**config.mk**
```make
export PLATFORM = sky130hd
export DESIGN_NAME = alu_exec_unit_flat
export DESIGN_NICKNAME = d
export VERILOG_FILES = /design/src/rtl/alu_exec_if.sv /design/src/rtl/alu_exec_unit.sv /design/src/flat_wrapper.sv
export SDC_FILE = /design/constraint.sdc
export NUM_CORES = 1
export LEC_CHECK = 0
export ABC_AREA = 1
export CAP_MARGIN = 20
export CORE_ASPECT_RATIO = 1.1
export CORE_MARGIN = 2
export CORE_UTILIZATION = 55
export DETAILED_ROUTE_END_ITERATION = 10
export HOLD_SLACK_MARGIN = 0.06
export PLACE_DENSITY = 0.95
export SLEW_MARGIN = 15
export SYNTH_ARGS = -nofsm -noshare
export SYNTH_HDL_FRONTEND = slang
export SYNTH_SLANG_ARGS = --single-unit
```
**constraint.sdc**
```tcl
create_clock -name clk -period 4.2 [get_ports clk]
set_input_delay 0.84 -clock clk [delete_from_list [all_inputs] [get_ports clk]]
set_output_delay 0.84 -clock clk [all_outputs]
set_load 0.02 [all_outputs]
```
**src/rtl/alu_exec_if.sv**
```systemverilog
// Execute-stage bus: the uop issue side from decode and the writeback side
// toward the register file, together with the retired-op counter.
interface alu_exec_if #(
  parameter int XLEN  = 32,
  parameter int TAG_W = 5,
  parameter int CNT_W = 32
) ();
  logic             uop_valid_in;
  logic             uop_ready_out;
  logic             uop_is_add;
  logic [1:0]       ctrl_adder;
  logic             uop_is_logic;
  logic [2:0]       ctrl_logic;
  logic [XLEN-1:0]  rs1_data;
  logic [XLEN-1:0]  rs2_data;
  logic [XLEN-1:0]  imm_data;
  logic [TAG_W-1:0] rd_tag_in;
  logic             wb_valid;
  logic             wb_ready;
  logic [XLEN-1:0]  wb_result;
  logic [TAG_W-1:0] wb_rd_tag;
  logic             wb_exc;
  logic [CNT_W-1:0] retired_cnt;

  modport master (
    output uop_valid_in, uop_is_add, ctrl_adder, uop_is_logic, ctrl_logic,
           rs1_data, rs2_data, imm_data, rd_tag_in, wb_ready,
    input  uop_ready_out, wb_valid, wb_result, wb_rd_tag, wb_exc, retired_cnt
  );

  modport slave (
    input  uop_valid_in, uop_is_add, ctrl_adder, uop_is_logic, ctrl_logic,
           rs1_data, rs2_data, imm_data, rd_tag_in, wb_ready,
    output uop_ready_out, wb_valid, wb_result, wb_rd_tag, wb_exc, retired_cnt
  );
endinterface

```
**src/rtl/alu_exec_unit.sv**
```systemverilog
// Integer execute stage: adder/logic result computed at issue, queued in a
// 2-entry in-order buffer toward writeback, with a retired-op counter.
module alu_exec_unit #(
  parameter int XLEN  = 32,
  parameter int TAG_W = 5,
  parameter int CNT_W = 32
) (
  input  logic      clk,
  input  logic      reset,
  alu_exec_if.slave bus
);
  logic [XLEN-1:0]  buf_result [2];
  logic [TAG_W-1:0] buf_tag    [2];
  logic             buf_exc    [2];
  logic             head;
  logic [1:0]       count;
  logic [CNT_W-1:0] retired;

  logic             accept;
  logic             xfer;
  logic             tail;
  logic             legal;
  logic [XLEN-1:0]  alu_result;
  logic [XLEN-1:0]  logic_opb;

  assign bus.uop_ready_out = (count != 2'd2);
  assign bus.wb_valid      = (count != 2'd0);
  assign accept            = bus.uop_valid_in & bus.uop_ready_out;
  assign xfer              = bus.wb_valid & bus.wb_ready;
  // With count==1 the free slot is the one after head; with count==0 it is head.
  assign tail              = head ^ (count == 2'd1);

  // Empty buffer presents zeros so wb_* never leak stale entries.
  assign bus.wb_result   = bus.wb_valid ? buf_result[head] : '0;
  assign bus.wb_rd_tag   = bus.wb_valid ? buf_tag[head]    : '0;
  assign bus.wb_exc      = bus.wb_valid ? buf_exc[head]    : 1'b0;
  assign bus.retired_cnt = retired;

  assign logic_opb = bus.ctrl_logic[2] ? bus.imm_data : bus.rs2_data;

  always_comb begin
    legal      = 1'b0;
    alu_result = '0;
    if (bus.uop_is_add && !bus.uop_is_logic) begin
      legal = (bus.ctrl_adder != 2'b00);
      case (bus.ctrl_adder)
        2'b01:   alu_result = bus.rs1_data + bus.rs2_data;
        2'b10:   alu_result = bus.rs1_data - bus.rs2_data;
        2'b11:   alu_result = bus.rs1_data + bus.imm_data;
        default: alu_result = '0;
      endcase
    end else if (bus.uop_is_logic && !bus.uop_is_add) begin
      // Low two bits pick the operation, bit 2 swaps rs2 for the immediate.
      legal = (bus.ctrl_logic[1:0] != 2'b00);
      case (bus.ctrl_logic[1:0])
        2'b01:   alu_result = bus.rs1_data | logic_opb;
        2'b10:   alu_result = bus.rs1_data ^ logic_opb;
        2'b11:   alu_result = bus.rs1_data & logic_opb;
        default: alu_result = '0;
      endcase
    end
    if (!legal) alu_result = '0;
  end

  always_ff @(posedge clk) begin
    if (reset) begin
      head          <= 1'b0;
      count         <= 2'd0;
      retired       <= '0;
      buf_result[0] <= '0;
      buf_result[1] <= '0;
      buf_tag[0]    <= '0;
      buf_tag[1]    <= '0;
      buf_exc[0]    <= 1'b0;
      buf_exc[1]    <= 1'b0;
    end else begin
      if (accept) begin
        buf_result[tail] <= alu_result;
        buf_tag[tail]    <= bus.rd_tag_in;
        buf_exc[tail]    <= ~legal;
      end
      if (xfer) begin
        head    <= ~head;
        retired <= retired + CNT_W'(1);
      end
      if (accept && !xfer)      count <= count + 2'd1;
      else if (xfer && !accept) count <= count - 2'd1;
    end
  end
endmodule
```
**src/flat_wrapper.sv**
```systemverilog
// flat-port wrapper written by rule: the top's interface ports become plain ports
module alu_exec_unit_flat 
#(
  parameter int XLEN  = 32,
  parameter int TAG_W = 5,
  parameter int CNT_W = 32
)
  (clk, reset, bus_uop_valid_in, bus_uop_is_add, bus_ctrl_adder, bus_uop_is_logic, bus_ctrl_logic, bus_rs1_data, bus_rs2_data, bus_imm_data, bus_rd_tag_in, bus_wb_ready, bus_uop_ready_out, bus_wb_valid, bus_wb_result, bus_wb_rd_tag, bus_wb_exc, bus_retired_cnt);
  alu_exec_if #(.XLEN(XLEN), .TAG_W(TAG_W), .CNT_W(CNT_W)) bus_i ();
  input  logic clk;
  input  logic reset;
  input wire logic [$bits(bus_i.uop_valid_in)-1:0] bus_uop_valid_in;
  input wire logic [$bits(bus_i.uop_is_add)-1:0] bus_uop_is_add;
  input wire logic [$bits(bus_i.ctrl_adder)-1:0] bus_ctrl_adder;
  input wire logic [$bits(bus_i.uop_is_logic)-1:0] bus_uop_is_logic;
  input wire logic [$bits(bus_i.ctrl_logic)-1:0] bus_ctrl_logic;
  input wire logic [$bits(bus_i.rs1_data)-1:0] bus_rs1_data;
  input wire logic [$bits(bus_i.rs2_data)-1:0] bus_rs2_data;
  input wire logic [$bits(bus_i.imm_data)-1:0] bus_imm_data;
  input wire logic [$bits(bus_i.rd_tag_in)-1:0] bus_rd_tag_in;
  input wire logic [$bits(bus_i.wb_ready)-1:0] bus_wb_ready;
  output wire logic [$bits(bus_i.uop_ready_out)-1:0] bus_uop_ready_out;
  output wire logic [$bits(bus_i.wb_valid)-1:0] bus_wb_valid;
  output wire logic [$bits(bus_i.wb_result)-1:0] bus_wb_result;
  output wire logic [$bits(bus_i.wb_rd_tag)-1:0] bus_wb_rd_tag;
  output wire logic [$bits(bus_i.wb_exc)-1:0] bus_wb_exc;
  output wire logic [$bits(bus_i.retired_cnt)-1:0] bus_retired_cnt;
  assign bus_i.uop_valid_in = bus_uop_valid_in;
  assign bus_i.uop_is_add = bus_uop_is_add;
  assign bus_i.ctrl_adder = bus_ctrl_adder;
  assign bus_i.uop_is_logic = bus_uop_is_logic;
  assign bus_i.ctrl_logic = bus_ctrl_logic;
  assign bus_i.rs1_data = bus_rs1_data;
  assign bus_i.rs2_data = bus_rs2_data;
  assign bus_i.imm_data = bus_imm_data;
  assign bus_i.rd_tag_in = bus_rd_tag_in;
  assign bus_i.wb_ready = bus_wb_ready;
  assign bus_uop_ready_out = bus_i.uop_ready_out;
  assign bus_wb_valid = bus_i.wb_valid;
  assign bus_wb_result = bus_i.wb_result;
  assign bus_wb_rd_tag = bus_i.wb_rd_tag;
  assign bus_wb_exc = bus_i.wb_exc;
  assign bus_retired_cnt = bus_i.retired_cnt;
  alu_exec_unit #(.XLEN(XLEN), .TAG_W(TAG_W), .CNT_W(CNT_W)) u_core (.clk(clk), .reset(reset), .bus(bus_i));
endmodule
```
==> impl_metrics.json, run 1 <==
{
  "status": "finished clean",
  "fin_skew_ns": 0.009388,
  "final_common_cell": "nand2_1",
  "place_inst": 2026,
  "drive_above_1_share": 0.1114,
  "gr-total-overflow": 0,
  "clk_pin_slew_worst_paths_ns": 0.08,
  "synthArstFlopShare": 0,
  "hpwl_mm": 25.49,
  "syn-cell-area_mm2": 0.01057,
  "ant_nets": 0,
  "wl_per_cell_um": 16.15,
  "met3_usage": 0.03772,
  "root_buffer": "clkbuf_16",
  "critPathRequiredTime_ns": 4.29,
  "layout.nets": 2011,
  "path_class": "input pin to flip-flop",
  "area.growth.synth_to_final_pct": 30.14,
  "setup_ws_ns": 0.02698,
  "yosys_register_bits": 112,
  "powerDensity_mw_per_mm2": 329.9,
  "use_met1": 0.3775,
  "cts_tree": "yes",
  "vias": 11880,
  "initial_utilization": 0.5572,
  "synth_edf_count": 76,
  "grt_busiest_layer": "met2",
  "slew_viol_final": 0,
  "antenna_cells": 0,
  "cts.path.max_buffers": 2,
  "grt_max_degree": 60,
  "max_slew_margin": 0.3079,
  "vias_per_cell": 5.814,
  "grt_pass1_wl_mm": 52.28,
  "fin_crit_ns": 4.173,
  "synth.distinct_cells": 52,
  "drc_errors": 0,
  "portBuffers": 183,
  "synth_top_family_by_area": "simple AND/OR/NAND/NOR gates",
  "reg2reg_from": "u_core.count[0]",
  "synthCells": 1545,
  "max_freq_mhz": 239.6,
  "crit_start": "bus_rs2_data[10]",
  "worst_slew_pin_slew_ns": 1.037,
  "peakVddDrop_mv": 0.2962,
  "critPathArrivalTime_ns": 4.26,
  "syn_area_per_cell_um2": 6.840,
  "hold_buffers": 0,
  "min_path_type": "flip-flop to flip-flop",
  "first_pass_iters": 8,
  "h-tree-depth": 3,
  "cap_viol_max_count": 0,
  "routabilityCongestion": 1.062,
  "post-route-period-util": 0.9936,
  "cp_max_fo": 4,
  "use_met2": 0.5643,
  "hold_viol": 0,
  "synth_simple_gate_area_frac": 0.2755,
  "cts.sinks": 112,
  "yosys.area_share.xor_xnor": 0.03232,
  "syn-num-nets": 1765,
  "fin_cells": 2043,
  "end_kind": "flip-flop",
  "dpl_worst_slack_ns": -0.3677,
  "io_pins": 184,
  "die_w_um": 136.2,
  "clk_latency_ns": 0.35,
  "drt_wl_total_mm": 32.99,
  "die_h_um": 149.4,
  "setup_viol": 0,
  "ys.flop_type": "edfxtp_1",
  "first_global_vias": 11450,
  "yosysSeqAreaShare": 0.2842,
  "global_route.usage.total": 0.3161,
  "leakagePower_uw": 0.006143,
  "final_cell_mix": "nand2_1 (277), nor2_1 (245), inv_1 (215)",
  "synthAdderAreaFrac": 0.1286,
  "antenna_found_initial": 0,
  "synth_compound_area_frac": 0.1820,
  "min-delay-start": "u_core.bus.retired_cnt[28]",
  "cts_buffers": 9,
  "fp-row-count": 53,
  "synthMuxAreaShare": 0,
  "core_area_mm2": 0.01897,
  "dieArea_mm2": 0.02034,
  "drt_iter0_markers": 1233,
  "ys_warn_count": 0,
  "cp-start-kind": "input pin"
}
==> power breakdown <==
part	switching [µW]	total (µW)	internal [µW]
Sequential	69.9	1420	1350
Clock	406	876	470
Combinational	1350	2240	898
Total	1820	4540	2710
==> worst max-delay path, stage by stage <==
cell and delay (ns):
clkdlybuf4s50_1 0.46, nor2_2 0.19, nand2_2 0.11, nor2_4 0.16, nand3_4 0.09, nor2_4 0.13, nand3_2 0.09, nor2_2 0.16
nand3_2 0.10, nor2_2 0.13, xor2_1 0.17, a21oi_1 0.11, ha_1 0.39, a21oi_2 0.23, o21ai_2 0.10, a21oi_1 0.15
nand2_1 0.08, a21oi_1 0.17, nand3_1 0.10, nand3_1 0.09, nand2_1 0.07, nand2_1 0.09, nor2_1 0.05
==> state kept, by name, indices dropped and copies added (netlist names), named ones only <==
register	cells
u_core.buf_exc	2
u_core.count	2
u_core.bus.retired_cnt	32
u_core.buf_tag	10
u_core.buf_result	64
u_core.head	1
==> area by class of cell <==
| cell class | count | area, µm² |
|---|---|---|
| multi-input combinational | 1161 | 6669 |
| fill | 1355 | 5213 |
| sequential | 112 | 3003 |
| timing repair buffer | 288 | 2648 |
| inverter | 219 | 822.0 |
| tap | 247 | 309.0 |
| clock buffer | 9 | 225.2 |
| clock inverter | 7 | 77.57 |
==> cells by family (layout without fill, tap and decap cells) <==
| group | count (synthesis) | count (layout) |
|---|---|---|
| buffers and inverters | 272 | 523 |
| flip-flops | 112 | 112 |
| XOR/XNOR | 39 | 39 |
| adder cells (fa/ha/maj) | 108 | 108 |
| AO/OA/AOI/OAI | 345 | 345 |
| AND/OR/NAND/NOR | 669 | 669 |
==> repair_timing <==
item / 4_1_cts / 5_1_grt
setup buffers: 0 / 1
pin swaps: 0 / 18
gates resized for setup: 1 / 54
setup endpoints to repair: 1 / 34
==> per-layer routing <==
layer | part of all wire | up-vias | routed length (µm)
met5 | 0 | - | 0
met1 | 0.37 | 5346 | 12310
met2 | 0.48 | 776 | 15890
met4 | 0.051 | 0 | 1676
li1 | - | 5602 | -
met3 | 0.094 | 155 | 3114
==> through the flow <==
step	TNS (ns)	util	instance area (µm²)	hold WS [ns]	power, µW
CTS	0	0.7167	13590	0.4881	4479
global placement	-0.9926	0.7007	13290	0.4653	3536
finish	0	0.7252	13750	0.4875	4537
floorplan	0	-	10570	0.4974	2656
detailed placement	-5.507	0.7007	13290	0.4776	3617
global route	-1.312	0.7252	13750	0.5382	4778
==> worst paths after layout <==
kind,to,slack (ns),depth (start not counted)
min,u_core.bus.retired_cnt[28],0.49,2
max reg2reg,u_core.bus.retired_cnt[31],1.90,14
min reg2reg,u_core.bus.retired_cnt[28],0.49,2
max,u_core.buf_result[0][31],0.03,23
==> cell usage after synthesis (2+ instances only) <==
cell type  number  share of area
buf_1           4         0.0014
nand2_2         7         0.0041
a221oi_1       13          0.011
o21a_1          7         0.0050
xnor2_1        17          0.014
nor3_4          2         0.0031
xor2_1         22          0.018
o21ai_1         9         0.0043
nor3_2          3         0.0028
nor3b_2         3         0.0036
inv_1         218          0.077
a21oi_1       117          0.055
o21bai_1        3         0.0021
nor2_2          8         0.0047
nor2_4          6         0.0064
clkbuf_1       47          0.017
nor2_1        255          0.091
a21o_1          2         0.0014
or3_1           2         0.0012
nand3b_1        2         0.0014
nand4_1        15         0.0089
nor3_1         24          0.011
o22ai_1        30          0.018
nand3_1        38          0.018
o211ai_1       14         0.0099
nand3_2         5         0.0047
nor4_1          9         0.0053
or2_2           2         0.0012
dfxtp_1        36          0.068
o221ai_1        5         0.0041
a2bb2oi_1       2         0.0017
o21ai_0       137          0.065
or2_1           2         0.0012
ha_1          107           0.13
nand2_1       280          0.099
edfxtp_1       76           0.22
Power figures use the tool's default switching activity.
==> inputs of run 2 (changes only) <==
--- a/config.mk
+++ b/config.mk
@@ -6,7 +6,6 @@
 export NUM_CORES = 1
 export LEC_CHECK = 0
 export ABC_AREA = 1
-export CAP_MARGIN = 20
 export CORE_ASPECT_RATIO = 1.1
 export CORE_MARGIN = 2
 export CORE_UTILIZATION = 55
==> results of run 2 <==
Final layout, timing and power as in run 1 (identical DEF).
==> inputs of run 3 (changes only) <==
--- a/config.mk
+++ b/config.mk
@@ -8,10 +8,10 @@
 export ABC_AREA = 1
 export CORE_ASPECT_RATIO = 1.1
 export CORE_MARGIN = 2
-export CORE_UTILIZATION = 55
+export CORE_UTILIZATION = 40
 export DETAILED_ROUTE_END_ITERATION = 10
 export HOLD_SLACK_MARGIN = 0.06
-export PLACE_DENSITY = 0.95
+export PLACE_DENSITY = 0.75
 export SLEW_MARGIN = 15
 export SYNTH_ARGS = -nofsm -noshare
 export SYNTH_HDL_FRONTEND = slang
==> run 3 against run 2 <==
Sequential cell count did not move. Register-to-register slack improved by 0.03 ns. Die area rose by 36%. Critical endpoint is now u_core.buf_result[1][17].
==> impl_metrics.json, run 3 (synthesis results as in run 1) <==
{
  "p_comb_frac": 0.515,
  "cp_max_fo": 4,
  "end_kind": "flip-flop",
  "vias_per_cell": 5.183,
  "hpwl_mm": 26.83,
  "drt_iter0_markers": 686,
  "dieArea_mm2": 0.02774,
  "ant_nets": 0,
  "setup_ws_ns": 0.1980,
  "drc_errors": 0,
  "root_buffer": "clkbuf_16",
  "p_sw_uw": 1834,
  "antenna_cells": 0,
  "first_global_vias": 10490,
  "die_h_um": 174.5,
  "cts_buffers": 9,
  "largest_reg_flops": 64,
  "wl_per_cell_um": 15.25,
  "cts.sinks": 112,
  "n_fill_cell": 2516,
  "core_area_mm2": 0.02607,
  "antenna_found_initial": 0,
  "vias": 11290,
  "io_pins": 184,
  "global_route.usage.total": 0.2330,
  "critPathArrivalTime_ns": 4.09,
  "layout.nets": 2042,
  "critPathRequiredTime_ns": 4.29,
  "cp-start-kind": "input pin",
  "drt_wl_total_mm": 33.23,
  "worst_slew_pin_slew_ns": 1.099,
  "fin_skew_ns": 0.01540,
  "peakVddDrop_mv": 0.2820,
  "fin_crit_ns": 4.002,
  "post-route-period-util": 0.9529,
  "portBuffers": 183,
  "first_pass_iters": 5,
  "dpl_worst_slack_ns": -0.2814,
  "max_freq_mhz": 249.9,
  "cts.path.max_buffers": 2,
  "h-tree-depth": 3,
  "hold_viol": 0,
  "place_area_mm2": 0.01365,
  "top_register": "u_core.buf_result",
  "routabilityCongestion": 0.9359,
  "slew_viol_final": 0,
  "gr-total-overflow": 0,
  "clk_latency_ns": 0.35,
  "p_clk_frac": 0.178,
  "clk_pin_slew_worst_paths_ns": 0.08,
  "drive_above_1_share": 0.1379,
  "status": "finished clean",
  "grt_pass1_wl_mm": 52.59,
  "design_area_mm2": 0.01420,
  "grt_max_degree": 47,
  "final_cell_mix": "nand2_1 (272), nor2_1 (240), inv_1 (216)",
  "cts_tree": "yes",
  "p_int_uw": 2698,
  "power_frac_seq": 0.307,
  "initial_utilization": 0.4054,
  "min_path_type": "flip-flop to flip-flop",
  "setup_viol": 0,
  "fp-row-count": 62,
  "path_class": "input pin to flip-flop",
  "final_common_cell": "nand2_1",
  "die_w_um": 159.0,
  "leakagePower_uw": 0.006244,
  "max_slew_margin": 0.2597,
  "powerDensity_mw_per_mm2": 319.0,
  "cap_viol_max_count": 0,
  "area.growth.synth_to_final_pct": 34.42,
  "swShare": 0.4046
}
-- run 3: final cells by class --
class                           count  area, µm²  share of cell area
Clock buffer                       10      229.0             0.01612
Clock inverter                      6      41.29            0.002907
Inverter                          219      822.0             0.05787
Multi-Input combinational cell   1161       6802              0.4788
Sequential cell                   112       3003              0.2114
Tap cell                          352      440.4             0.03100
Timing Repair Buffer              319       2868              0.2019
-- run 3: worst paths after layout --
check / startpoint / end / slack, ns / cells past startpoint
max: bus_rs2_data[10] / u_core.buf_result[1][17] / 0.20 / 20
min: u_core.bus.retired_cnt[31] / u_core.bus.retired_cnt[31] / 0.49 / 2
max reg2reg: u_core.count[0] / u_core.bus.retired_cnt[31] / 1.93 / 14
min reg2reg: u_core.bus.retired_cnt[31] / u_core.bus.retired_cnt[31] / 0.49 / 2
-- run 3: critical path, stage by stage --
cell and delay [ns]:
clkdlybuf4s50_1 0.43, buf_4 0.16, inv_1 0.13, nand2_1 0.08, nor3_1 0.15, nand4_1 0.27
nand2_1 0.12, o21ai_0 0.10, a21oi_1 0.20, ha_1 0.31, a21oi_1 0.20, buf_4 0.13
o21a_1 0.16, nand2_1 0.13, a21oi_1 0.13, nand2_1 0.10, o21ai_0 0.21, nand2_1 0.08
nand2_1 0.10, nor2_1 0.06
-- run 3: per-stage QoR --
step                      hold WS (ns)  total power [µW]  setup TNS (ns)    util  cells
final                           0.4887              4532               0  0.5450   2179
after global routing            0.5296              4816         -0.1628  0.5450   2179
after CTS                       0.4887              4500               0  0.5339   2177
after detailed placement        0.4759              3690          -6.360  0.5235   2161
after global placement          0.4553              3650          -4.640  0.5235   2161
after floorplan                 0.4974              2656               0       -   1545
-- run 3: what timing repair did --
action                                  in CTS  in global routing
hold buffers                                 0                  0
endpoints found under the hold margin        0                  0
gates resized for setup                      0                 76
endpoints found under the setup margin       0                 34
buffers inserted                             0                  2
-- run 3: power groups by stage --
stage	registers (µW)	clock network [µW]	logic, µW
finish	1390	808	2330
detailed placement	1420	0	2270
CTS	1390	827	2280
global route	1410	860	2550
floorplan	1410	0	1240
global placement	1410	0	2240
-- run 3: per-layer routing --
metal  track usage  routed length (µm)
met1        0.3043               14730
met2        0.4108               15820
met3       0.01813                1846
met4       0.07311                 824
met5             0                   0
